==> src/rtl/id_stage_if.sv <==
`default_nettype none
// ============================================================================
// Module   : id_stage_if
// Brief    : Fetch-side, register-file and execute-side signals of id_stage.
// Revision : 1.0
// ============================================================================
interface id_stage_if #(
  parameter int XLEN   = 32,
  parameter int REG_AW = 5
);
  logic              flush_i;
  logic              in_valid_i;
  logic              in_ready_o;
  logic [XLEN-1:0]   inst_addr_i;
  logic [31:0]       inst_i;
  logic [REG_AW-1:0] rs1_addr_o;
  logic [REG_AW-1:0] rs2_addr_o;
  logic [XLEN-1:0]   rs1_data_i;
  logic [XLEN-1:0]   rs2_data_i;
  logic              out_valid_o;
  logic              out_ready_i;
  logic [XLEN-1:0]   inst_addr_o;
  logic [31:0]       inst_o;
  logic [XLEN-1:0]   op1_o;
  logic [XLEN-1:0]   op2_o;
  logic [XLEN-1:0]   imm_o;
  logic [XLEN-1:0]   rs2_data_o;
  logic [REG_AW-1:0] rd_addr_o;
  logic              reg_wen_o;
  logic              is_load_o;
  logic              illegal_o;

  modport slave (
    input  flush_i, in_valid_i, inst_addr_i, inst_i, rs1_data_i, rs2_data_i,
           out_ready_i,
    output in_ready_o, rs1_addr_o, rs2_addr_o, out_valid_o, inst_addr_o, inst_o,
           op1_o, op2_o, imm_o, rs2_data_o, rd_addr_o, reg_wen_o, is_load_o,
           illegal_o
  );

  modport master (
    output flush_i, in_valid_i, inst_addr_i, inst_i, rs1_data_i, rs2_data_i,
           out_ready_i,
    input  in_ready_o, rs1_addr_o, rs2_addr_o, out_valid_o, inst_addr_o, inst_o,
           op1_o, op2_o, imm_o, rs2_data_o, rd_addr_o, reg_wen_o, is_load_o,
           illegal_o
  );
endinterface
`default_nettype wire

==> src/rtl/id_stage.sv <==
`default_nettype none
// ============================================================================
// Module   : id_stage
// Brief    : RV32I decode merged with the ID/EX register, valid/ready, flush
//            and one-bubble load-use interlock.
// Revision : 1.0
// ============================================================================
module id_stage #(
  parameter int XLEN   = 32,
  parameter int REG_AW = 5
) (
  input  logic      clk,
  input  logic      rst,
  id_stage_if.slave bus
);
  localparam logic [6:0] c_opc_op     = 7'b0110011;
  localparam logic [6:0] c_opc_opimm  = 7'b0010011;
  localparam logic [6:0] c_opc_load   = 7'b0000011;
  localparam logic [6:0] c_opc_store  = 7'b0100011;
  localparam logic [6:0] c_opc_branch = 7'b1100011;
  localparam logic [6:0] c_opc_lui    = 7'b0110111;
  localparam logic [6:0] c_opc_auipc  = 7'b0010111;
  localparam logic [6:0] c_opc_jal    = 7'b1101111;
  localparam logic [6:0] c_opc_jalr   = 7'b1100111;

  logic [6:0]        w_opc;
  logic [2:0]        w_f3;
  logic [6:0]        w_f7;
  logic [XLEN-1:0]   w_imm_i, w_imm_s, w_imm_b, w_imm_u, w_imm_j, w_shamt, w_link;
  logic              w_rs1_used, w_rs2_used, w_writes, w_is_load, w_illegal;
  logic [XLEN-1:0]   w_imm, w_op1, w_op2;
  logic [REG_AW-1:0] w_rs1_addr, w_rs2_addr, w_rd_addr;
  logic              w_reg_wen, w_hazard, w_in_ready, w_capture;

  logic              r_out_valid;
  logic [XLEN-1:0]   r_inst_addr;
  logic [31:0]       r_inst;
  logic [XLEN-1:0]   r_op1, r_op2, r_imm, r_rs2_data;
  logic [REG_AW-1:0] r_rd_addr;
  logic              r_reg_wen, r_is_load, r_illegal;

  assign w_opc   = bus.inst_i[6:0];
  assign w_f3    = bus.inst_i[14:12];
  assign w_f7    = bus.inst_i[31:25];
  assign w_imm_i = XLEN'($signed(bus.inst_i[31:20]));
  assign w_imm_s = XLEN'($signed({bus.inst_i[31:25], bus.inst_i[11:7]}));
  assign w_imm_b = XLEN'($signed({bus.inst_i[31], bus.inst_i[7], bus.inst_i[30:25],
                                  bus.inst_i[11:8], 1'b0}));
  assign w_imm_u = XLEN'($signed({bus.inst_i[31:12], 12'b0}));
  assign w_imm_j = XLEN'($signed({bus.inst_i[31], bus.inst_i[19:12], bus.inst_i[20],
                                  bus.inst_i[30:21], 1'b0}));
  assign w_shamt = XLEN'(bus.inst_i[24:20]);
  assign w_link  = XLEN'(4);

  always_comb begin
    w_rs1_used = 1'b0;
    w_rs2_used = 1'b0;
    w_writes   = 1'b0;
    w_is_load  = 1'b0;
    w_illegal  = 1'b0;
    w_imm      = '0;
    w_op1      = '0;
    w_op2      = '0;
    case (w_opc)
      c_opc_op: begin
        w_rs1_used = 1'b1;
        w_rs2_used = 1'b1;
        w_writes   = 1'b1;
        w_op1      = bus.rs1_data_i;
        w_op2      = bus.rs2_data_i;
        // funct7 0x20 only selects SUB and SRA
        w_illegal  = !((w_f7 == 7'h00) ||
                       ((w_f7 == 7'h20) && ((w_f3 == 3'b000) || (w_f3 == 3'b101))));
      end
      c_opc_opimm: begin
        w_rs1_used = 1'b1;
        w_writes   = 1'b1;
        w_imm      = w_imm_i;
        w_op1      = bus.rs1_data_i;
        if (w_f3 == 3'b001) begin
          w_op2     = w_shamt;
          w_illegal = (w_f7 != 7'h00);
        end else if (w_f3 == 3'b101) begin
          w_op2     = w_shamt;
          w_illegal = (w_f7 != 7'h00) && (w_f7 != 7'h20);
        end else begin
          w_op2     = w_imm_i;
        end
      end
      c_opc_load: begin
        w_rs1_used = 1'b1;
        w_writes   = 1'b1;
        w_is_load  = 1'b1;
        w_imm      = w_imm_i;
        w_op1      = bus.rs1_data_i;
        w_op2      = w_imm_i;
        w_illegal  = (w_f3 == 3'd3) || (w_f3 == 3'd6) || (w_f3 == 3'd7);
      end
      c_opc_store: begin
        w_rs1_used = 1'b1;
        w_rs2_used = 1'b1;
        w_imm      = w_imm_s;
        w_op1      = bus.rs1_data_i;
        w_op2      = w_imm_s;
        w_illegal  = (w_f3 > 3'd2);
      end
      c_opc_branch: begin
        w_rs1_used = 1'b1;
        w_rs2_used = 1'b1;
        w_imm      = w_imm_b;
        w_op1      = bus.rs1_data_i;
        w_op2      = bus.rs2_data_i;
        w_illegal  = (w_f3 == 3'd2) || (w_f3 == 3'd3);
      end
      c_opc_lui: begin
        w_writes = 1'b1;
        w_imm    = w_imm_u;
        w_op2    = w_imm_u;
      end
      c_opc_auipc: begin
        w_writes = 1'b1;
        w_imm    = w_imm_u;
        w_op1    = bus.inst_addr_i;
        w_op2    = w_imm_u;
      end
      c_opc_jal: begin
        w_writes = 1'b1;
        w_imm    = w_imm_j;
        w_op1    = bus.inst_addr_i;
        w_op2    = w_link;
      end
      c_opc_jalr: begin
        w_rs1_used = 1'b1;
        w_writes   = 1'b1;
        w_imm      = w_imm_i;
        w_op1      = bus.inst_addr_i;
        w_op2      = w_link;
        w_illegal  = (w_f3 != 3'b000);
      end
      default: w_illegal = 1'b1;
    endcase
  end

  assign w_rs1_addr = w_rs1_used ? REG_AW'(bus.inst_i[19:15]) : '0;
  assign w_rs2_addr = w_rs2_used ? REG_AW'(bus.inst_i[24:20]) : '0;
  assign w_rd_addr  = w_writes   ? REG_AW'(bus.inst_i[11:7])  : '0;
  assign w_reg_wen  = w_writes & ~w_illegal & (w_rd_addr != '0);

  // Unused source addresses are forced to x0, so they can never match a nonzero rd
  assign w_hazard   = r_out_valid & r_is_load & (r_rd_addr != '0) & bus.in_valid_i &
                      ((w_rs1_addr == r_rd_addr) | (w_rs2_addr == r_rd_addr));
  assign w_in_ready = (~r_out_valid | bus.out_ready_i) & ~w_hazard & ~bus.flush_i;
  assign w_capture  = bus.in_valid_i & w_in_ready;

  always_ff @(posedge clk or negedge rst) begin
    if (!rst) begin
      r_out_valid <= 1'b0;
      r_inst_addr <= '0;
      r_inst      <= '0;
      r_op1       <= '0;
      r_op2       <= '0;
      r_imm       <= '0;
      r_rs2_data  <= '0;
      r_rd_addr   <= '0;
      r_reg_wen   <= 1'b0;
      r_is_load   <= 1'b0;
      r_illegal   <= 1'b0;
    end else if (bus.flush_i) begin
      r_out_valid <= 1'b0;
    end else if (w_capture) begin
      r_out_valid <= 1'b1;
      r_inst_addr <= bus.inst_addr_i;
      r_inst      <= bus.inst_i;
      r_op1       <= w_illegal ? '0 : w_op1;
      r_op2       <= w_illegal ? '0 : w_op2;
      r_imm       <= w_illegal ? '0 : w_imm;
      r_rs2_data  <= w_illegal ? '0 : bus.rs2_data_i;
      r_rd_addr   <= w_rd_addr;
      r_reg_wen   <= w_reg_wen;
      r_is_load   <= w_is_load & ~w_illegal;
      r_illegal   <= w_illegal;
    end else if (bus.out_ready_i) begin
      r_out_valid <= 1'b0;
    end
  end

  assign bus.rs1_addr_o  = w_rs1_addr;
  assign bus.rs2_addr_o  = w_rs2_addr;
  assign bus.in_ready_o  = w_in_ready;
  assign bus.out_valid_o = r_out_valid;
  assign bus.inst_addr_o = r_inst_addr;
  assign bus.inst_o      = r_inst;
  assign bus.op1_o       = r_op1;
  assign bus.op2_o       = r_op2;
  assign bus.imm_o       = r_imm;
  assign bus.rs2_data_o  = r_rs2_data;
  assign bus.rd_addr_o   = r_rd_addr;
  assign bus.reg_wen_o   = r_reg_wen;
  assign bus.is_load_o   = r_is_load;
  assign bus.illegal_o   = r_illegal;
endmodule
`default_nettype wire

==> src/flat_wrapper.sv <==
// flat-port wrapper written by rule: the top's interface ports become plain ports
module id_stage_flat 
#(
  parameter int XLEN   = 32,
  parameter int REG_AW = 5
)
  (clk, rst, bus_flush_i, bus_in_valid_i, bus_inst_addr_i, bus_inst_i, bus_rs1_data_i, bus_rs2_data_i, bus_out_ready_i, bus_in_ready_o, bus_rs1_addr_o, bus_rs2_addr_o, bus_out_valid_o, bus_inst_addr_o, bus_inst_o, bus_op1_o, bus_op2_o, bus_imm_o, bus_rs2_data_o, bus_rd_addr_o, bus_reg_wen_o, bus_is_load_o, bus_illegal_o);
  id_stage_if #(.XLEN(XLEN), .REG_AW(REG_AW)) bus_i ();
  input  logic clk;
  input  logic rst;
  input wire logic [$bits(bus_i.flush_i)-1:0] bus_flush_i;
  input wire logic [$bits(bus_i.in_valid_i)-1:0] bus_in_valid_i;
  input wire logic [$bits(bus_i.inst_addr_i)-1:0] bus_inst_addr_i;
  input wire logic [$bits(bus_i.inst_i)-1:0] bus_inst_i;
  input wire logic [$bits(bus_i.rs1_data_i)-1:0] bus_rs1_data_i;
  input wire logic [$bits(bus_i.rs2_data_i)-1:0] bus_rs2_data_i;
  input wire logic [$bits(bus_i.out_ready_i)-1:0] bus_out_ready_i;
  output wire logic [$bits(bus_i.in_ready_o)-1:0] bus_in_ready_o;
  output wire logic [$bits(bus_i.rs1_addr_o)-1:0] bus_rs1_addr_o;
  output wire logic [$bits(bus_i.rs2_addr_o)-1:0] bus_rs2_addr_o;
  output wire logic [$bits(bus_i.out_valid_o)-1:0] bus_out_valid_o;
  output wire logic [$bits(bus_i.inst_addr_o)-1:0] bus_inst_addr_o;
  output wire logic [$bits(bus_i.inst_o)-1:0] bus_inst_o;
  output wire logic [$bits(bus_i.op1_o)-1:0] bus_op1_o;
  output wire logic [$bits(bus_i.op2_o)-1:0] bus_op2_o;
  output wire logic [$bits(bus_i.imm_o)-1:0] bus_imm_o;
  output wire logic [$bits(bus_i.rs2_data_o)-1:0] bus_rs2_data_o;
  output wire logic [$bits(bus_i.rd_addr_o)-1:0] bus_rd_addr_o;
  output wire logic [$bits(bus_i.reg_wen_o)-1:0] bus_reg_wen_o;
  output wire logic [$bits(bus_i.is_load_o)-1:0] bus_is_load_o;
  output wire logic [$bits(bus_i.illegal_o)-1:0] bus_illegal_o;
  assign bus_i.flush_i = bus_flush_i;
  assign bus_i.in_valid_i = bus_in_valid_i;
  assign bus_i.inst_addr_i = bus_inst_addr_i;
  assign bus_i.inst_i = bus_inst_i;
  assign bus_i.rs1_data_i = bus_rs1_data_i;
  assign bus_i.rs2_data_i = bus_rs2_data_i;
  assign bus_i.out_ready_i = bus_out_ready_i;
  assign bus_in_ready_o = bus_i.in_ready_o;
  assign bus_rs1_addr_o = bus_i.rs1_addr_o;
  assign bus_rs2_addr_o = bus_i.rs2_addr_o;
  assign bus_out_valid_o = bus_i.out_valid_o;
  assign bus_inst_addr_o = bus_i.inst_addr_o;
  assign bus_inst_o = bus_i.inst_o;
  assign bus_op1_o = bus_i.op1_o;
  assign bus_op2_o = bus_i.op2_o;
  assign bus_imm_o = bus_i.imm_o;
  assign bus_rs2_data_o = bus_i.rs2_data_o;
  assign bus_rd_addr_o = bus_i.rd_addr_o;
  assign bus_reg_wen_o = bus_i.reg_wen_o;
  assign bus_is_load_o = bus_i.is_load_o;
  assign bus_illegal_o = bus_i.illegal_o;
  id_stage #(.XLEN(XLEN), .REG_AW(REG_AW)) u_core (.clk(clk), .rst(rst), .bus(bus_i));
endmodule
==> config.mk <==
export PLATFORM = sky130hd
export DESIGN_NAME = id_stage_flat
export DESIGN_NICKNAME = d
export VERILOG_FILES = /design/src/rtl/id_stage_if.sv /design/src/rtl/id_stage.sv /design/src/flat_wrapper.sv
export SDC_FILE = /design/constraint.sdc
export NUM_CORES = 1
export LEC_CHECK = 0
export CAP_MARGIN = 10
export CORE_ASPECT_RATIO = 1.75
export CORE_MARGIN = 4
export CORE_UTILIZATION = 45
export CTS_BUF_LIST = sky130_fd_sc_hd__clkbuf_16
export DETAILED_ROUTE_END_ITERATION = 16
export HOLD_SLACK_MARGIN = 0.08
export PLACE_DENSITY = 0.91
export SYNTH_ARGS = -nofsm -noshare
export SYNTH_HDL_FRONTEND = slang
export SYNTH_SLANG_ARGS = --single-unit
==> constraint.sdc <==
create_clock -name clk -period 6.1 [get_ports clk]
set_input_delay 1.22 -clock clk [delete_from_list [all_inputs] [get_ports clk]]
set_output_delay 1.22 -clock clk [all_outputs]
set_load 0.05 [all_outputs]
==> results of run 1 <==
==> cells by family (layout without fill, tap and decap cells) <==
group | after synthesis | after routing | share of synthesized area
and+or+nand+nor | 206 | 206 | 0.110
xor gates and xnor gates | 7 | 7 | 0.00637
buffers and inverters | 99 | 404 | 0.0485
AOI/OAI and AO/OA | 277 | 277 | 0.244
muxes | 59 | 59 | 0.0689
DFF | 201 | 201 | 0.522
==> final timing paths <==
path                                              start                         end  slack, ns  depth (start not counted)
worst max register to register  u_core.bus.rd_addr_o[3]  u_core.bus.inst_addr_o[12]       3.11                          7
min in group asynchronous                           rst       u_core.bus.inst_o[22]       0.87                          1
worst min register to register      u_core.bus.op1_o[4]         u_core.bus.op1_o[4]       0.49                          1
max in group asynchronous                           rst        u_core.bus.imm_o[29]       4.05                          2
worst max-delay path                      bus_inst_i[4]              bus_in_ready_o       0.66                          7
worst min-delay path                u_core.bus.op1_o[4]         u_core.bus.op1_o[4]       0.49                          1
==> through the flow <==
step	hold WS [ns]	std cells
floorplan	0.801	849
global placement	0.472	1372
detailed placement	0.480	1372
CTS	0.494	1406
global route	0.500	1406
finish	0.489	1406
==> layout by cell type (no fill, tap or decap), types with 17 or more instances in the layout <==
cell             Yosys  routed
buf_4                4      18
a22o_1              45      45
a21oi_1             27      27
a22oi_1             45      45
nand2_1             30      29
mux2_2              58      58
a31oi_1             17      17
clkbuf_16            0      21
nor2_1              76      76
and3_1              45      45
dfrtp_1            201     201
clkdlybuf4s50_1      0     343
a32o_1              97      97
==> per-layer routing <==
| layer | vias up | track usage |
|---|---|---|
| li1 | 3882 | - |
| met1 | 4386 | 0.315 |
| met4 | 2 | 0.187 |
| met3 | 137 | 0.0706 |
| met5 | - | 0 |
| met2 | 518 | 0.501 |
==> layout make-up <==
class                   instances  area, um^2  share of cell area
multi-input cells             549        4170               0.302
inverters                       6        22.5             0.00163
well taps                     252         315              0.0229
repair buffers                364        3620               0.263
clock inverters                13         105             0.00762
flip-flops and latches        201        5030               0.365
clock buffers                  21         526              0.0381
==> cells in the mapped netlist, types with 2 or more instances <==
library cell / count
a32o_1: 97
a31oi_1: 17
buf_6: 3
buf_1: 2
a22oi_1: 45
nand2_1: 30
nor2b_1: 3
a21o_1: 2
nand4_1: 3
o32ai_1: 3
nor3_1: 7
a222oi_1: 4
a221oi_1: 8
o21ai_0: 8
a211oi_1: 2
nand2b_1: 3
nor4bb_1: 2
and2_1: 10
a21oi_1: 27
dfrtp_1: 201
or4_1: 3
and3_1: 45
inv_1: 6
buf_2: 46
nand3b_1: 3
xor2_1: 3
a2111oi_4: 2
a22o_1: 45
a2111oi_0: 3
or3_1: 3
clkbuf_1: 38
nand3_1: 6
nor2_1: 76
xnor2_1: 4
o21a_1: 2
a211o_1: 2
o22ai_1: 2
or2_2: 2
buf_4: 4
mux2_2: 58
==> flip-flops by register name, summed over array words and instances (netlist names) <==
signal	cells
u_core.bus.illegal_o	1
u_core.bus.imm_o	32
u_core.bus.inst_addr_o	32
u_core.bus.inst_o	32
u_core.bus.is_load_o	1
u_core.bus.op1_o	32
u_core.bus.op2_o	32
u_core.bus.out_valid_o	1
u_core.bus.rd_addr_o	5
u_core.bus.reg_wen_o	1
u_core.bus.rs2_data_o	32
==> where the power goes <==
group,switching [W],internal (W),leakage (nW)
Clock,0.000511,0.000702,0.318
Sequential,0.0000480,0.00142,2.66
Combinational,0.000533,0.000307,2.66
Total,0.00109,0.00242,5.64
==> worst register-to-register path, cell delays in order, from the launching register on <==
cell and delay [ns]:
dfrtp_1 0.58, nor3_1 0.10, a21oi_1 0.31, and4b_1 0.27, nand3_1 0.17, nand3_4 0.48
buf_4 0.53, mux2_2 0.43
==> results_dict.tcl, run 1 <==
set metrics [dict create \
    outcome "complete, no violations" \
    drv_slew 0 \
    final_antenna_net_count 0 \
    critPathLaunchType "primary input" \
    p_total_w 0.00352 \
    path_clk_slew_ns 0.06 \
    cts_tree "yes" \
    clk_latency_ns 0.50 \
    dr_total_vias 8925 \
    synth_area_leaders "dfrtp_1 (52%), a32o_1 (10%), mux2_2 (6.8%)" \
    synthArstFlopShare 1.00 \
    diodes 0 \
    tightest_slew_ns 1.07 \
    clockRootBuffer "clkbuf_16" \
    io_buffers 344 \
    synth_top_flop_cell "dfrtp_1" \
    hold_viol 0 \
    final_area_um2 13800 \
    synth_top_area_cell "dfrtp_1" \
    relSlewSlack 0.279 \
    preCtsSetupSlack_ns 0.709 \
    antenna_found_initial 1 \
    placed_area_um2 13200 \
    setup_viol 0 \
    p_leak_nw 5.64 \
    ctsResizeCount 0 \
    start_util 0.458 \
    die_y_um 202 \
    crit_fanout 15 \
    period_share 0.891 \
    die-area_um2 23900 \
    met3_length_um 2880 \
    arrival_ns 4.22 \
    critPathBufInv 2 \
    area_growth_pct 43.2 \
    synth_cells 849 \
    rsz0062_at_grt "false" \
    yosys_warnings 0 \
    layout-drive-gt1-share 0.101 \
    cts_made_buffers 20 \
    synth.distinct_cells 59 \
    crit_type "primary input to output pin" \
    grt_pass1_wl_um 54800 \
    htree_levels 1 \
    path_delay_family "buffers and inverters" \
    synth_edf_count 0 \
    wl_met2_um 18200 \
    synth_area_um2 9630 \
    top_layer "met5" \
    dp_hpwl_um 25800 \
    rows 70 \
    clock_sinks 201 \
    synth_top_area_frac 0.522 \
    routedWlPerCell_um 25.6 \
    drtIter0Drc 866 \
    cp_cell_sequence "clkdlybuf4s50_1 -> nand2b_1 -> a2111oi_0 -> o32ai_1 -> nand4_2 -> and3_1 -> clkdlybuf4s50_1" \
    slowest_stage "clkdlybuf4s50_1" \
    setup_slack_ns 0.664 \
    synth.avg_cell_area_um2 11.3 \
    hold_path_class "register to register" \
    overflow 0 \
    drc_errors 0 \
    grt_pass1_vias 9222 \
    ys_seq_area_frac 0.522 \
    peakVddDrop_mv 0.237 \
    fmax_ghz 0.184 \
    die_x_um 119 \
    fillCellCount 1568 \
    io_pins 345 \
    coreArea_um2 21000 \
    fin_skew_ns 0.0135 \
    via_per_inst 6.35 \
    drt-pass1-iter-count 5 \
    cp_slowest_stage_delay_ns 0.81 \
    grt_max_degree 115 \
    hold_buffers 0 \
    place_congestion 0.926 \
    wirelength_um 36000 \
    powerDensity_nw_per_um2 255 \
    postCtsSetupRepairBufs 0 \
    grt_use_total 0.291 \
    maxCapViolCount 0 \
    postLayoutCoreUtil 0.656 \
    endpoint_kind "output pin" \
    fin_setup_tns_ns 0 \
    cts_buffer_depth 3 \
    met1_length_um 12400 \
    synth_fp_nets 982 \
    nets 1275 \
    period_minus_slack_ns 5.44 \
    critPathMostFrequentCell "clkdlybuf4s50_1" \
    cp.required_ns 4.88 \
    ys_ff_latch 201 \
]
Power figures use the tool's default switching activity.
==> inputs of run 2 (changes only) <==
--- a/config.mk
+++ b/config.mk
@@ -13,6 +13,7 @@
 export DETAILED_ROUTE_END_ITERATION = 16
 export HOLD_SLACK_MARGIN = 0.08
 export PLACE_DENSITY = 0.91
+export SETUP_SLACK_MARGIN = 0.02
 export SYNTH_ARGS = -nofsm -noshare
 export SYNTH_HDL_FRONTEND = slang
 export SYNTH_SLANG_ARGS = --single-unit
==> results of run 2 <==
The final DEF is identical to that of run 1; final timing and power are the same.
==> inputs of run 3 (changes only) <==
--- a/config.mk
+++ b/config.mk
@@ -7,13 +7,13 @@
 export LEC_CHECK = 0
 export CAP_MARGIN = 10
 export CORE_ASPECT_RATIO = 1.75
-export CORE_MARGIN = 4
 export CORE_UTILIZATION = 45
 export CTS_BUF_LIST = sky130_fd_sc_hd__clkbuf_16
 export DETAILED_ROUTE_END_ITERATION = 16
-export HOLD_SLACK_MARGIN = 0.08
+export HOLD_SLACK_MARGIN = 0.02
 export PLACE_DENSITY = 0.91
 export SETUP_SLACK_MARGIN = 0.02
+export SKIP_LAST_GASP = 1
 export SYNTH_ARGS = -nofsm -noshare
 export SYNTH_HDL_FRONTEND = slang
 export SYNTH_SLANG_ARGS = --single-unit
==> run 3 against run 2 <==
  * Combinational power barely moved
  * Final cell count barely moved
  * First-iteration DRC count rose by 1.3%
  * Register-to-register slack improved by 0.03 ns
  * Non-clock buffer count fell by 1
  * Die area fell by 7.9%
  * Worst hold slack barely moved
  * Final area rose by 0.30%
  * Sequential power barely moved
  * Setup slack improved by 0.068 ns
  * Clock power rose by 6%
  * Largest cell class unchanged
  * Highest routed layer is now met4
==> results_dict.tcl, run 3 (synthesized netlist as in run 1, its figures left out) <==
set metrics [dict create \
    grt_max_degree 126 \
    die_y_um 196 \
    peakVddDrop_mv 0.363 \
    placed_area_um2 13200 \
    drtIter0Drc 877 \
    drc_errors 0 \
    start_util 0.460 \
    rsz0062_at_grt "false" \
    path_clk_slew_ns 0.06 \
    p_sw_w 0.00111 \
    period_share 0.880 \
    fmax_ghz 0.186 \
    io_buffers 344 \
    dp_hpwl_um 24600 \
    powerDensity_nw_per_um2 259 \
    p_leak_nw 5.66 \
    clk_latency_ns 0.50 \
    final_area_um2 13800 \
    p_clk_frac 0.357 \
    htree_levels 1 \
    cts_buffer_depth 3 \
    critPathBufInv 2 \
    critPathMostFrequentCell "clkdlybuf4s50_1" \
    arrival_ns 4.15 \
    dr_total_vias 8973 \
    intPower_w 0.00247 \
    outcome "complete, no violations" \
    slowest_stage "clkdlybuf4s50_1" \
    layout_common_cells "clkdlybuf4s50_1 (343), dfrtp_1 (201), a32o_1 (97), nor2_1 (76), mux2_2 (58)" \
    clockRootBuffer "clkbuf_16" \
    endpoint_kind "output pin" \
    grt_pass1_vias 9312 \
    cts_made_buffers 20 \
    p_comb_frac 0.234 \
    setup_viol 0 \
    place_congestion 0.948 \
    routedWlPerCell_um 25.0 \
    grt_use_total 0.318 \
    nets 1274 \
    cp.required_ns 4.88 \
    crit_fanout 12 \
    grt_pass1_wl_um 53600 \
    layout-drive-gt1-share 0.104 \
    overflow 0 \
    hold_path_class "register to register" \
    drv_slew 0 \
    hold_buffers 0 \
    cp_cell_sequence "clkdlybuf4s50_1 -> nand3b_1 -> a2111oi_0 -> o32ai_1 -> nand4_2 -> and3_1 -> clkdlybuf4s50_1" \
    drt-pass1-iter-count 6 \
    cts_tree "yes" \
    p_seq_frac 0.409 \
    coreArea_um2 20900 \
    swShare 0.310 \
    area_growth_pct 43.6 \
    cp_slowest_stage_delay_ns 0.81 \
    critPathLaunchType "primary input" \
    maxCapViolCount 0 \
    path_delay_family "buffers and inverters" \
    diodes 0 \
    tightest_slew_ns 1.08 \
    rows 70 \
    fin_skew_ns 0.0118 \
    die-area_um2 22000 \
    ctsResizeCount 0 \
    antenna_found_initial 0 \
    layout_commonest_cell "clkdlybuf4s50_1" \
    period_minus_slack_ns 5.37 \
    relSlewSlack 0.281 \
    postCtsSetupRepairBufs 0 \
    hold_viol 0 \
    fin_setup_tns_ns 0 \
    crit_type "primary input to output pin" \
    io_pins 345 \
    wirelength_um 35200 \
    final_antenna_net_count 0 \
    via_per_inst 6.39 \
    clock_sinks 201 \
    die_x_um 113 \
]
## run 3: cell count changes in the layout (fill, tap and decap cells not counted), sizes merged
cell    before  now
buf         20   19
bufinv       2    3
clkinv       6    3
inv         10   12
## run 3: path summary, 6_finish.rpt
path	to	slack, ns	start	cells past startpoint
setup / recovery	bus_in_ready_o	0.73	bus_inst_i[3]	7
max in group asynchronous	u_core.bus.inst_addr_o[9]	3.99	rst	2
hold reg to reg	u_core.bus.op2_o[27]	0.49	u_core.bus.op2_o[27]	1
setup reg to reg	u_core.bus.imm_o[28]	3.14	u_core.bus.rd_addr_o[3]	8
hold / removal	u_core.bus.op2_o[27]	0.49	u_core.bus.op2_o[27]	1
min in group asynchronous	u_core.bus.inst_o[17]	0.79	rst	1
## run 3: worst reg2reg max path, stage by stage (launching register included)
cell and delay [ns]:
dfrtp_1 0.52, nor3_1 0.25, a21oi_1 0.14, and4b_1 0.21
nand3_1 0.18, nand3_4 0.61, buf_12 0.47, buf_4 0.25
a32o_1 0.22
## run 3: per-stage QoR
step           power (W)  worst slack [ns]  std cells  hold WS, ns   util
2_1_floorplan    0.00195              1.73        849        0.801      -
3_3_place_gp     0.00231             0.884       1371        0.472  0.629
3_5_place_dp     0.00232             0.807       1371        0.480  0.629
4_1_cts          0.00360             0.797       1405        0.494  0.661
5_1_grt          0.00369             0.547       1405        0.504  0.661
6_report         0.00358             0.732       1405        0.489  0.661
## run 3: layer usage
layer | vias to the layer above | GRT usage | part of all wire | wire, um
li1 | 3873 | - | - | -
met1 | 4445 | 0.340 | 0.34 | 12000
met2 | 503 | 0.545 | 0.51 | 17900
met3 | 152 | 0.0683 | 0.073 | 2550
met4 | 0 | 0.240 | 0.076 | 2690
met5 | - | 0 | 0 | 0
## run 3: cell type report
type | count | area [um^2]
Clock buffer | 21 | 526
Multi-Input combinational cell | 549 | 4170
Inverter | 6 | 22.5
Tap cell | 252 | 315
Fill cell | 1552 | 7100
Sequential cell | 201 | 5030
Timing Repair Buffer | 363 | 3630
Clock inverter | 13 | 141
## run 3: power by group through the flow
stage / logic [W] / clock network [W] / registers (W)
floorplan: 0.000174 / 0 / 0.00177
global placement: 0.000828 / 0 / 0.00148
detailed placement: 0.000837 / 0 / 0.00149
CTS: 0.000841 / 0.00130 / 0.00146
global route: 0.000871 / 0.00134 / 0.00147
finish: 0.000839 / 0.00128 / 0.00146
